## src/rtl/ps2_key_decoder.sv

```systemverilog
// ps2_key_decoder: PS/2 set-2 keyboard receiver and key event decoder.
// Turns raw ps2_clk/ps2_data frames into ascii + press/back/enter strobes.
`timescale 1ns/1ps
module ps2_key_decoder #(
    parameter int TIMEOUT_CYCLES = 50000
) (
    input  logic       clk,
    input  logic       reset,
    input  logic       ps2_clk,
    input  logic       ps2_data,
    output logic [7:0] ascii,
    output logic       if_press,
    output logic       if_back,
    output logic       if_enter,
    output logic       frame_err
);
    localparam int IW = $clog2(TIMEOUT_CYCLES + 1);

    logic [2:0]    ps2c_sync_q, ps2c_sync_d;
    logic [2:0]    ps2d_sync_q, ps2d_sync_d;
    logic [3:0]    bit_cnt_q, bit_cnt_d;
    logic [9:0]    shreg_q, shreg_d;
    logic [IW-1:0] idle_q, idle_d;
    logic          code_valid_q, code_valid_d;
    logic [7:0]    code_q, code_d;
    logic          frame_err_q, frame_err_d;
    logic          shift_q, shift_d;
    logic          caps_q, caps_d;
    logic          brk_q, brk_d;
    logic          ext_q, ext_d;
    logic [7:0]    ascii_q, ascii_d;
    logic          press_q, press_d;
    logic          back_q, back_d;
    logic          enter_q, enter_d;

    logic          fall;
    logic          din;
    logic [7:0]    lower;
    logic [15:0]   dig;
    logic          is_shift;
    logic          map_hit;
    logic [7:0]    map_char;

    // Synchronize the PS/2 lines and shift in frame bits on falling edges
    always_comb begin
        ps2c_sync_d  = {ps2c_sync_q[1:0], ps2_clk};
        ps2d_sync_d  = {ps2d_sync_q[1:0], ps2_data};
        fall         = ps2c_sync_q[2] & ~ps2c_sync_q[1];
        din          = ps2d_sync_q[2];
        bit_cnt_d    = bit_cnt_q;
        shreg_d      = shreg_q;
        idle_d       = idle_q;
        code_valid_d = 1'b0;
        code_d       = code_q;
        frame_err_d  = 1'b0;
        if (fall) begin
            idle_d = '0;
            if (bit_cnt_q == 4'd10) begin
                bit_cnt_d = 4'd0;
                // shreg: [0]=start, [8:1]=data, [9]=odd parity
                if (!shreg_q[0] && din && (^shreg_q[9:1])) begin
                    code_valid_d = 1'b1;
                    code_d       = shreg_q[8:1];
                end else begin
                    frame_err_d = 1'b1;
                end
            end else begin
                shreg_d   = {din, shreg_q[9:1]};
                bit_cnt_d = bit_cnt_q + 4'd1;
            end
        end else if (bit_cnt_q != 4'd0) begin
            if (idle_q == IW'(TIMEOUT_CYCLES)) begin
                bit_cnt_d = 4'd0;
                idle_d    = '0;
            end else begin
                idle_d = idle_q + 1'b1;
            end
        end
    end

    // Scan-code to character lookup; zero means "not in this table"
    always_comb begin
        case (code_q)
            8'h1C: lower = "a";
            8'h32: lower = "b";
            8'h21: lower = "c";
            8'h23: lower = "d";
            8'h24: lower = "e";
            8'h2B: lower = "f";
            8'h34: lower = "g";
            8'h33: lower = "h";
            8'h43: lower = "i";
            8'h3B: lower = "j";
            8'h42: lower = "k";
            8'h4B: lower = "l";
            8'h3A: lower = "m";
            8'h31: lower = "n";
            8'h44: lower = "o";
            8'h4D: lower = "p";
            8'h15: lower = "q";
            8'h2D: lower = "r";
            8'h1B: lower = "s";
            8'h2C: lower = "t";
            8'h3C: lower = "u";
            8'h2A: lower = "v";
            8'h1D: lower = "w";
            8'h22: lower = "x";
            8'h35: lower = "y";
            8'h1A: lower = "z";
            default: lower = 8'h00;
        endcase
        // {unshifted, shifted}
        case (code_q)
            8'h45: dig = {8'h30, 8'h29};
            8'h16: dig = {8'h31, 8'h21};
            8'h1E: dig = {8'h32, 8'h40};
            8'h26: dig = {8'h33, 8'h23};
            8'h25: dig = {8'h34, 8'h24};
            8'h2E: dig = {8'h35, 8'h25};
            8'h36: dig = {8'h36, 8'h5E};
            8'h3D: dig = {8'h37, 8'h26};
            8'h3E: dig = {8'h38, 8'h2A};
            8'h46: dig = {8'h39, 8'h28};
            default: dig = 16'h0000;
        endcase
        map_hit  = 1'b1;
        map_char = 8'h00;
        if (lower != 8'h00) begin
            map_char = (shift_q ^ caps_q) ? lower - 8'h20 : lower;
        end else if (dig != 16'h0000) begin
            map_char = shift_q ? dig[7:0] : dig[15:8];
        end else if (code_q == 8'h29) begin
            map_char = 8'h20;
        end else begin
            map_hit = 1'b0;
        end
        is_shift = (code_q == 8'h12) || (code_q == 8'h59);
    end

    // Track prefixes and modifiers and pick the event for each code
    always_comb begin
        shift_d = shift_q;
        caps_d  = caps_q;
        brk_d   = brk_q;
        ext_d   = ext_q;
        ascii_d = ascii_q;
        press_d = 1'b0;
        back_d  = 1'b0;
        enter_d = 1'b0;
        if (code_valid_q) begin
            if (code_q == 8'hE0) begin
                ext_d = 1'b1;
            end else if (code_q == 8'hF0) begin
                brk_d = 1'b1;
            end else if (brk_q) begin
                if (is_shift) shift_d = 1'b0;
                brk_d = 1'b0;
                ext_d = 1'b0;
            end else begin
                ext_d = 1'b0;
                if (is_shift) begin
                    shift_d = 1'b1;
                end else if (code_q == 8'h58) begin
                    caps_d = ~caps_q;
                end else if (code_q == 8'h5A) begin
                    enter_d = 1'b1;
                end else if (code_q == 8'h66 && !ext_q) begin
                    back_d = 1'b1;
                end else if (!ext_q && map_hit) begin
                    press_d = 1'b1;
                    ascii_d = map_char;
                end
            end
        end
    end

    // All state; reset returns lines to idle-high and clears modifiers
    always_ff @(posedge clk) begin
        if (reset) begin
            ps2c_sync_q  <= 3'b111;
            ps2d_sync_q  <= 3'b111;
            bit_cnt_q    <= 4'd0;
            shreg_q      <= 10'd0;
            idle_q       <= '0;
            code_valid_q <= 1'b0;
            code_q       <= 8'h00;
            frame_err_q  <= 1'b0;
            shift_q      <= 1'b0;
            caps_q       <= 1'b0;
            brk_q        <= 1'b0;
            ext_q        <= 1'b0;
            ascii_q      <= 8'h00;
            press_q      <= 1'b0;
            back_q       <= 1'b0;
            enter_q      <= 1'b0;
        end else begin
            ps2c_sync_q  <= ps2c_sync_d;
            ps2d_sync_q  <= ps2d_sync_d;
            bit_cnt_q    <= bit_cnt_d;
            shreg_q      <= shreg_d;
            idle_q       <= idle_d;
            code_valid_q <= code_valid_d;
            code_q       <= code_d;
            frame_err_q  <= frame_err_d;
            shift_q      <= shift_d;
            caps_q       <= caps_d;
            brk_q        <= brk_d;
            ext_q        <= ext_d;
            ascii_q      <= ascii_d;
            press_q      <= press_d;
            back_q       <= back_d;
            enter_q      <= enter_d;
        end
    end

    assign ascii     = ascii_q;
    assign if_press  = press_q;
    assign if_back   = back_q;
    assign if_enter  = enter_q;
    assign frame_err = frame_err_q;

endmodule

```

## config.mk

```make
export PLATFORM = sky130hd
export DESIGN_NAME = ps2_key_decoder
export DESIGN_NICKNAME = d
export VERILOG_FILES = /design/src/rtl/ps2_key_decoder.sv
export SDC_FILE = /design/constraint.sdc
export NUM_CORES = 1
export LEC_CHECK = 0
export BUFFER_PORTS_ARGS = -buffer_cell sky130_fd_sc_hd__buf_2
export CORE_MARGIN = 2
export CORE_UTILIZATION = 55
export CTS_CLUSTER_SIZE = 12
export DETAILED_ROUTE_END_ITERATION = 16
export GPL_TIMING_DRIVEN = 0
export PLACE_DENSITY = 0.71
export SETUP_SLACK_MARGIN = 0.15
export SKIP_LAST_GASP = 1
export SYNTH_ARGS = -nofsm -noshare
export SYNTH_HDL_FRONTEND = slang
export SYNTH_SLANG_ARGS = --single-unit
```

## constraint.sdc

```tcl
create_clock -name clk -period 4.6 [get_ports clk]
set_clock_uncertainty 0.2 [all_clocks]
set_input_delay 0.92 -clock clk [delete_from_list [all_inputs] [get_ports clk]]
set_output_delay 0.92 -clock clk [all_outputs]
set_load 0.05 [all_outputs]
```

After elaboration in Yosys (flattened, before gate mapping). Memories as Yosys holds them, arrays and structs flattened. A register that Yosys moved wholly into a read port is not among the register bits. Index checks and enable logic that the tools add are counted.

Input port bits: 4. Memories: 1. Output and inout port bits: 12. Bits in read-only memories: 896. Flip-flop bits (word level): 61.

Muxes and demuxes: 28. $add $sub $neg: 3. Bitwise logic cells: 14. Reduce and logical (&&, ||, !) cells: 26. Equal/unequal tests: 21.

Memory list: (name not given) (depth 128, bits a word 7, read ports 1, clocked after memory_dff 1, write ports 0, RTL line 83) `case (code_q)`.

Operator list (number): $pmux 14 s10 (1); $eq 8x6->1 const B (7); $eq 8x7->1 const B (6); $mux 8 (5); $eq 8x5->1 const B (3); $add 16x1->16 const B (1); $eq 16x16->1 const B (1); $eq 8x8->1 const B (2); $mux 16 (1); $mux 4 (4); $reduce_bool 16->1 (1); $mux 1 (14); $mux 7 (2); $not 1->1 (12); $reduce_and 9->1 (1); $reduce_or 9->1 (1); $reduce_xor 9->1 (1); $reduce_and 2->1 (4); $reduce_bool 8->1 (1); $reduce_or 8->1 (1); $sub 8x6->8 const B (1); $reduce_or 7->1 (1); $mux 6 (1); $reduce_and 6->1 (1); 14 further kinds (19).

Longest topological paths before layout. Gate-level depths: netlist of run 1.

Word-level depth: 7. Mapped depth: 16. Mapped depth without buffers: 14.

Least setup slack after synthesis of run 1. OpenSTA, ideal clock, no wires.

Path kind: register to register. From: register shreg_q[4]. To: register with a tool-made name. Library setup time: 0.079 ns. Buffers on the path: 3. Data arrival time: 3.143 ns. Data required time: 4.321 ns. Clock period less this slack: 3.422 ns. Setup slack: 1.178 ns. Cell stages (with the launch flop): 14. Path through: dfxtp_1 -> buf_6 -> xor2_2 -> xnor3_2 -> mux2i_1 -> buf_4 -> clkbuf_1 -> nand2_1 -> a21oi_1 -> ha_1 -> nor2b_1 -> a221oi_1 -> or4_1 -> o211ai_1.

RTL lines: start, declared (RTL line 22) `logic [9:0] shreg_q, shreg_d;`; start signal, assigned (RTL line 200) `shreg_q <= shreg_d;`.

==> results of run 1 <==
[path summary, 6_finish.rpt]
path | start | to | slack [ps] | depth (start not counted)
min reg2reg | ps2c_sync_q[0]$_SDFF_PP1_ | ps2c_sync_q[1]$_SDFF_PP1_ | 220 | 1
max | shreg_q[3]$_SDFFE_PP0P_ | flip-flop | 580 | 13
min | ps2c_sync_q[0]$_SDFF_PP1_ | ps2c_sync_q[1]$_SDFF_PP1_ | 220 | 1
max reg2reg | shreg_q[3]$_SDFFE_PP0P_ | flip-flop | 580 | 13
[Yosys cell counts, types with 5 or more instances]
| library cell | number |
|---|---|
| or2_2 | 8 |
| ha_1 | 14 |
| mux2i_1 | 9 |
| inv_1 | 23 |
| nand2_1 | 63 |
| nand4_1 | 6 |
| nor4_1 | 9 |
| buf_6 | 5 |
| xor2_1 | 15 |
| and3_1 | 5 |
| a211oi_1 | 8 |
| nand3_1 | 22 |
| o21ai_0 | 12 |
| o211ai_1 | 7 |
| nor2b_1 | 9 |
| dfxtp_1 | 67 |
| nor3_1 | 11 |
| nor2_1 | 56 |
| a31oi_1 | 11 |
| a21oi_1 | 33 |
| xnor2_1 | 7 |
| clkbuf_1 | 21 |
| nand2b_1 | 10 |
[through the flow]
stage          worst slack [ps]  power (mW)  utilization, %  std cells  hold slack (ps)
6_report                    575        1.12            62.1        640              218
5_1_grt                     345        1.15            62.1        640              228
3_3_place_gp                369       0.632            59.5        626              192
2_1_floorplan              1180       0.622               -        512              189
4_1_cts                     325        1.12            62.2        642              218
3_5_place_dp                358       0.633            59.5        626              199
[area by class of cell]
type	instances	area (um2)	share of cell area (%)
Multi-Input combinational cell	386	2470	55.2
Sequential cell	67	1340	29.9
Buffer	31	169	3.77
Clock buffer	9	124	2.76
Tap cell	99	124	2.76
Inverter	26	100	2.23
Clock inverter	7	75.1	1.68
Timing Repair Buffer	15	75.1	1.68
[cells in the final DEF (no fill, tap or decap), types with 10 or more instances in the layout]
| master | netlist | final |
|---|---|---|
| ha_1 | 14 | 14 |
| a21oi_1 | 33 | 33 |
| inv_1 | 23 | 23 |
| xor2_1 | 15 | 15 |
| buf_2 | 3 | 18 |
| a31oi_1 | 11 | 11 |
| nor3_1 | 11 | 11 |
| clkbuf_1 | 21 | 20 |
| o21ai_0 | 12 | 12 |
| nand2_1 | 63 | 63 |
| nor2_1 | 56 | 56 |
| nand2b_1 | 10 | 10 |
| nand3_1 | 22 | 22 |
| dfxtp_1 | 67 | 67 |
[critical path: stages (launching register included)]
cell	delay (ps)
dfxtp_1	310
clkbuf_1	350
xor3_1	350
and4_1	240
mux2i_1	300
buf_4	300
nand2_1	90
a21oi_1	440
inv_1	190
ha_1	340
o22ai_1	200
o311ai_0	200
a21oi_1	270
o211ai_1	110
[flip-flops by register name, indices dropped and copies added, names as in the netlist, 3 cells and up, named ones only]
name,flops
idle_q,16
shreg_q,10
ascii,8
code_q,8
bit_cnt_q,4
ps2c_sync_q,3
ps2d_sync_q,3
[per-layer routing]
layer | vias to the layer above | part of all wire [%] | GRT usage (%)
li1 | 1866 | - | -
met1 | 1777 | 44 | 32.2
met2 | 112 | 49 | 45.4
met3 | 23 | 4.2 | 5.34
met4 | 0 | 3.0 | 11.5
met5 | - | 0 | 0
[cells by family after synthesis]
family                   Yosys count  synth area share [%]
AND/OR/NAND/NOR                  216                  25.4
multiplexers                      15                  4.77
flip-flops                        67                  32.8
buffers and inverters             59                  6.76
adder cells (fa/ha/maj)           14                  4.28
AO/OA/AOI/OAI                    116                  19.8
XOR/XNOR                          25                  6.27
[power breakdown]
part           switching, mW  internal (mW)  leakage (nW)
Clock                  0.244          0.253        0.0923
Sequential           0.00281          0.583         0.541
Combinational         0.0228        0.00989          1.00
==> qor.yml, run 1 <==
status: "completed"
syn_nets: 530
antenna_cells: 0
grt_pass1_vias: 3693
ir_drop_uv: 177
wl_per_cell_um: 16.0
die_area_mm2: 0.00815
coreArea_mm2: 0.00721
drive_gt1_share_pct: 12.2
tritoncts: "done"
rsz0062_at_grt: "false"
drtAntennaViolNets: 0
critPathLaunchType: "flip-flop"
place_area_mm2: 0.00429
dp_hpwl_um: 7700
ys_warn_count: 0
cts_resized: 0
root_buffer: "clkbuf_8"
min_period_ps: 4020
ys.flop_type: "dfxtp_1"
async_flop_share_pct: 0
fillers: 650
h-tree-depth: 3
tns_ps: 0
overflow: 0
die_y_um: 90.3
seq_area_frac_synth_pct: 32.8
clk_latency_ps: 350
clockBufferDepth: 2
vias: 3778
clk_pin_slew_ps: 80
setup_viol: 0
drc: 0
rows: 31
max_freq_ghz: 0.248
critical_path_arrival_ps: 4050
avgViaCountPerCell: 5.90
path_class: "flip-flop to flip-flop"
syn-cell-area_mm2: 0.00409
ios: 16
final_cell_area_mm2: 0.00448
area_growth_pct: 9.54
port_buffers: 15
routed_wl_um: 10200
final-hold-violation-count: 0
syn_area_per_cell_um2: 7.99
worst_pin_slew_ps: 1260
grt_max_degree: 14
post-route-period-util_pct: 87.5
cp_max_fo: 19
pwr_density_cell_mw_per_mm2: 249
syn_inst: 512
numClockSinks: 67
slew_headroom_pct: 15.0
dieWidth_um: 90.3
drv_slew: 0
ys_ff_latch: 67
antenna_found_initial: 0
postCtsSetupBuffers: 0
synth_cell_types: 71
cap_violations: 0
grt.total_usage_pct: 26.5
holdBufCountCts: 0
cts_buffers: 9
yosys-top-cells-area: "dfxtp_1 33%, nand2_1 5.8%, nor2_1 5.1%"
final_nets: 554
leakagePower_nw: 1.63
firstDrtPassIters: 5
synth_top_area_share_pct: 32.8
drt_iter0_drc: 347
start_util_pct: 56.7
synth_edf_count: 0
synth_top_area_cell: "dfxtp_1"
critPathRequiredTime_ps: 4630
worstSetupEndpointType: "flip-flop"
grt_pass1_wl_um: 17600
min_path_type: "flip-flop to flip-flop"
globalplace.congestion: 0.962
(Power assumes the default switching activity.)
==> run 2, diff against run 1 <==
- REMOVE_ABC_BUFFERS: unset -> 1
==> run 2 against run 1 <==
Compared with the run above: sequential share of layout area grew 1.2 points; clock power fell by 8.9%; register-to-register slack better by 230 ps; worst hold slack worse by 5.5 ps; non-clock buffer count shrank 30; maximum frequency grew 6.0%; flip-flop and latch count unchanged; largest cell class unchanged; sequential power barely moved; die area unchanged; first-iteration DRC count up 23%.
==> qor.yml, run 2 (synthesis gave the netlist of run 1 again) <==
min_period_ps: 3800  # -227 ps
grt_pass1_vias: 3269  # -11%
path_class: "flip-flop to flip-flop"
fillers: 677  # +4.2%
postCtsSetupBuffers: 0  # unchanged
worst_pin_slew_ps: 1220  # -38.1 ps
drv_slew: 0  # unchanged
largest_reg_flops: 16  # unchanged
place_area_mm2: 0.00413  # -3.8%
tritoncts: "done"
dp_hpwl_um: 6600  # -14%
final_cell_area_mm2: 0.00431  # -3.8%
drive_gt1_share_pct: 11.2  # -1.0 points
coreArea_mm2: 0.00721  # unchanged
layout_common_cells: "67 x dfxtp_1, 63 x nand2_1, 56 x nor2_1"
start_util_pct: 56.7  # unchanged
min-delay-start: "ps2d_sync_q[1]$_SDFF_PP1_"
area_growth_pct: 5.38
ir_drop_uv: 183  # +3.5%
r2r_start: "shreg_q[4]$_SDFFE_PP0P_"
root_buffer: "clkbuf_8"
numClockSinks: 67  # unchanged
clk_pin_slew_ps: 80  # about the same
final-hold-violation-count: 0  # unchanged
clockBufferDepth: 2  # unchanged
final_common_cell: "dfxtp_1"
power_mw: 1.07  # -4.3%
wl_per_cell_um: 15.5  # -3.0%
critPathLaunchType: "flip-flop"
dieWidth_um: 90.3  # unchanged
slowest_stage: "dfxtp_1"
slew_headroom_pct: 17.6  # +2.6 points
port_buffers: 15  # unchanged
drt_iter0_drc: 427  # +23%
critPathRequiredTime_ps: 4620  # about the same
cts_buffers: 9  # unchanged
antenna_found_initial: 0  # unchanged
h-tree-depth: 3  # unchanged
post-route-period-util_pct: 82.6  # -4.9 points
rsz0062_at_grt: "false"
critical_path_arrival_ps: 3820  # -230 ps
vias: 3652  # -3.3%
worstSetupEndpointType: "flip-flop"
rows: 31  # unchanged
grt_pass1_wl_um: 15800  # -9.8%
grt.total_usage_pct: 23.8  # -2.7 points
ios: 16  # unchanged
holdBufCountCts: 0  # unchanged
die_area_mm2: 0.00815  # unchanged
status: "completed"
path_buf_inv: 2  # -1
die_y_um: 90.3  # unchanged
cap_violations: 0  # unchanged
worstRegToRegCells: 12  # -1
cp_max_fo: 18  # -1
slowest_delay_ps: 520  # +80 ps
firstDrtPassIters: 8  # +3
regToRegSetupSlack_ps: 800  # +230 ps
hold_depth: 1  # unchanged
pwr_density_cell_mw_per_mm2: 248  # -0.47%
tns_ps: 0  # unchanged
top_register: "idle_q"
routed_wl_um: 9450  # -7.6%
cp_top_family: "compound AO/OA/AOI/OAI gates"
whs_endpoint: "ps2d_sync_q[2]$_SDFF_PP1_"
globalplace.congestion: 0.910  # -5.5%
cpMostUsedCell: "a21oi_1"
crit_chain: "xor2_2, xnor3_2, mux2i_2, buf_6, nand2_1, a21oi_1, inv_1, ha_1, o22ai_1, o311ai_0, a21oi_1, o211ai_1"
drc: 0  # unchanged
clk_latency_ps: 350  # about the same
antenna_cells: 0  # unchanged
grt_max_degree: 51  # +37
min_path_type: "flip-flop to flip-flop"
setup_viol: 0  # unchanged
avgViaCountPerCell: 5.99  # +1.4%
top_regs: "idle_q (16), shreg_q (10)"
overflow: 0  # unchanged
drtAntennaViolNets: 0  # unchanged
final_nets: 524  # -5.4%
leakagePower_nw: 1.55  # -5.3%
cts_resized: 0  # unchanged
max_freq_ghz: 0.263  # +6.0%
==> run 2: where the power goes <==
part / switching [mW] / internal (mW) / leakage [nW]
Combinational: 0.0211 / 0.00841 / 0.919
Sequential: 0.00267 / 0.583 / 0.541
Clock: 0.250 / 0.203 / 0.0868
==> run 2: layout make-up <==
class | instances | area, um2 | area share [%]
Timing Repair Buffer | 16 | 86.3 | 2.00
Multi-Input combinational cell | 386 | 2480 | 57.5
Clock buffer | 9 | 124 | 2.87
Inverter | 26 | 100 | 2.32
Clock inverter | 7 | 58.8 | 1.36
Sequential cell | 67 | 1340 | 31.1
Tap cell | 99 | 124 | 2.87
==> run 2: per-stage QoR <==
step                hold WS [ps]  setup slack, ps  utilization, %  std cells
finish                       212              802            59.8        610
global route                 237              577            59.8        610
CTS                          214              843            59.8        610
detailed placement           193              800            57.2        594
global placement             192             5.62            57.0        593
floorplan                    189              855               -        479
==> run 2: per-layer routing <==
metal  up-vias  wire length, um  global-route usage [%]
met5         -                0                       0
met4         0              323                    12.7
met3        29              481                    3.76
met2       131             4530                    40.0
met1      1689             4110                    29.3
li1       1803                -                       -
==> run 2: worst max-delay path by stage <==
stage | startpoint | endpoint | slack [ps] | cells past startpoint
final | shreg_q[4]$_SDFFE_PP0P_ | flip-flop | 800 | 12
after CTS | shreg_q[4]$_SDFFE_PP0P_ | flip-flop | 840 | 12
after global routing | bit_cnt_q[0]$_SDFFE_PP0P_ | flip-flop | 580 | 13
after floorplan | shreg_q[4]$_SDFFE_PP0P_ | flip-flop | 850 | 10
after global placement | shreg_q[4]$_SDFFE_PP0P_ | flip-flop | 6 | 11
after detailed placement | reset | flip-flop | 800 | 10
==> run 3, diff against run 2 <==
- PLACE_DENSITY: 0.71 -> 0.74
- clock period: 4.6 -> 3.1 ns (I/O delays scaled with it)
==> run 3 against run 2 <==
Compared with the run above: design area increased by 16%; highest routed layer unchanged; final cell count increased by 6.1%; via count up 6.6%; sequential power grew 48%; register-to-register slack got worse by 750 ps; first-iteration DRC count up 8.0%.
==> qor.yml, run 3 (synthesis gave the netlist of run 1 again) <==
critPathLaunchType: "flip-flop"
final-hold-violation-count: 0  # unchanged
critPathRequiredTime_ps: 3170  # -1450 ps
routed_wl_um: 10400  # +10%
grt_util_met3_pct: 5.59  # +1.8 points
grt_pass1_wl_um: 16700  # +5.4%
setup_viol: 0  # unchanged
grt.total_usage_pct: 24.6  # +0.81 points
top_register: "idle_q"
dp_hpwl_um: 6420  # -2.8%
leakagePower_nw: 1.81  # +17%
path_class: "flip-flop to flip-flop"
hold_depth: 1  # unchanged
clk_pin_slew_ps: 70  # about the same
top_regs: "idle_q (16), shreg_q (10)"
worstSetupEndpointType: "flip-flop"
min_path_type: "flip-flop to flip-flop"
grt_max_degree: 51  # unchanged
vias: 3893  # +6.6%
wl_per_cell_um: 16.1  # +3.7%
use_met2_pct: 41.6  # +1.6 points
dieWidth_um: 90.3  # unchanged
largest_reg_flops: 16  # unchanged
start_util_pct: 56.7  # unchanged
antenna_cells: 0  # unchanged
grtUsageMet1_pct: 29.1  # -0.16 points
regToRegSetupSlack_ps: 50  # -750 ps
area_growth_pct: 22.1
holdBufCountCts: 0  # unchanged
fin_hold_ws_ps: 214  # +1.82 ps
final_cell_area_mm2: 0.00500  # +16%
clk_latency_ps: 350  # about the same
post-route-period-util_pct: 98.4  # +16 points
layout_common_cells: "59 x nand2_1, 55 x nor2_1, 55 x dfxtp_1"
place_area_mm2: 0.00413  # unchanged
grt_pass1_vias: 3694  # +13%
multiInputGateArea_mm2: 0.00273  # +10%
slowest_stage: "xnor3_2"
power_mw: 1.81  # +70%
drv_slew: 0  # unchanged
die_y_um: 90.3  # unchanged
worstRegToRegCells: 12  # unchanged
overflow: 0  # unchanged
crit_chain: "xnor2_2, xnor3_2, mux2i_4, nand2_2, a21oi_4, inv_4, buf_6, ha_2, inv_1, a21oi_1, or4_1, o211ai_1"
drt_iter0_drc: 461  # +8.0%
avgViaCountPerCell: 6.02  # +0.50%
r2r_start: "shreg_q[7]$_SDFFE_PP0P_"
root_buffer: "clkbuf_8"
ios: 16  # unchanged
final_common_cell: "nand2_1"
slew_headroom_pct: 43.7  # +26 points
coreArea_mm2: 0.00721  # unchanged
globalplace.congestion: 0.958  # +5.3%
h-tree-depth: 3  # unchanged
port_buffers: 15  # unchanged
pwr_density_cell_mw_per_mm2: 363  # +47%
final_nets: 561  # +7.1%
die_area_mm2: 0.00815  # unchanged
slowest_delay_ps: 490  # -30 ps
rows: 31  # unchanged
ir_drop_uv: 353  # +93%
tritoncts: "done"
firstDrtPassIters: 5  # -3
cap_violations: 0  # unchanged
startpoint: "shreg_q[7]$_SDFFE_PP0P_"
critical_path_arrival_ps: 3120  # -700 ps
worst_pin_slew_ps: 835  # -385 ps
fillers: 570  # -16%
regArea_mm2: 0.00137  # +2.1%
cts_buffers: 9  # unchanged
status: "completed"
busiest_layer: "met2"
max_freq_ghz: 0.328  # +25%
cp_max_fo: 5  # -13
antenna_found_initial: 0  # unchanged
drive_gt1_share_pct: 25.7  # +15 points
numClockSinks: 67  # unchanged
min_period_ps: 3050  # -748 ps
drtAntennaViolNets: 0  # unchanged
rsz0062_at_grt: "true"
clockBufferDepth: 2  # unchanged
drc: 0  # unchanged
==> run 3: cell count changes in the layout (fill, tap and decap cells not counted), sizes merged <==
cell	change
clkbuf	+1
inv	-4
buf	+37
bufinv	+3
clkinvlp	-2
clkinv	+2
==> run 3: what timing repair did <==
item | 4_1_cts | 5_1_grt
buffers inserted | 19 | 18
gates resized for setup | 49 | 29
setup endpoints to repair | 14 | 14
pin swaps | 12 | 18
==> run 3: metrics by stage <==
| step | setup slack, ps | std cells | TNS (ps) | utilization, % |
|---|---|---|---|---|
| floorplan | -645 | 479 | -3320 | - |
| global placement | -1510 | 593 | -9320 | 57.0 |
| detailed placement | -654 | 594 | -3750 | 57.2 |
| CTS | 43.3 | 629 | 0 | 65.6 |
| global route | -32.9 | 647 | -32.9 | 69.3 |
| finish | 49.6 | 647 | 0 | 69.3 |
==> run 3: worst min-delay path by stage <==
stage / startpoint / slack, ps / end
global placement: ps2d_sync_q[1]$_SDFF_PP1_ / 190 / ps2d_sync_q[2]$_SDFF_PP1_
detailed placement: ps2d_sync_q[0]$_SDFF_PP1_ / 200 / ps2d_sync_q[1]$_SDFF_PP1_
floorplan: ps2c_sync_q[0]$_SDFF_PP1_ / 190 / ps2c_sync_q[1]$_SDFF_PP1_
finish: ps2d_sync_q[0]$_SDFF_PP1_ / 210 / ps2d_sync_q[1]$_SDFF_PP1_
CTS: ps2d_sync_q[0]$_SDFF_PP1_ / 220 / ps2d_sync_q[1]$_SDFF_PP1_
global route: ps2d_sync_q[0]$_SDFF_PP1_ / 240 / ps2d_sync_q[1]$_SDFF_PP1_
==> run 3: final cells by class <==
cell class | count | share of cell area (%)
multi-input cells | 386 | 54.7
flip-flops and latches | 67 | 27.4
repair buffers | 53 | 8.29
clock buffers | 10 | 2.75
well taps | 99 | 2.48
clock inverters | 6 | 2.25
inverters | 26 | 2.15
==> run 3: power by group <==
| group | internal, mW | switching [mW] |
|---|---|---|
| sequential | 0.862 | 0.00384 |
| clock | 0.557 | 0.341 |
| combinational | 0.0152 | 0.0344 |
==> run 3: critical path, delay by kind of cell (launching register included) <==
family                   cells  cell delay (ps)
AND/OR/NAND/NOR              2              610
XOR/XNOR                     2              640
AO/OA/AOI/OAI                3              410
buffers and inverters        3              260
multiplexers                 1              300
flip-flops                   1              360
adder cells (fa/ha/maj)      1              170
==> run 3: routing by layer <==
layer	part of all wire (%)	wire, um
met4	3.4	355
met5	0	0
met1	42	4320
met2	49	5130
met3	5.7	594
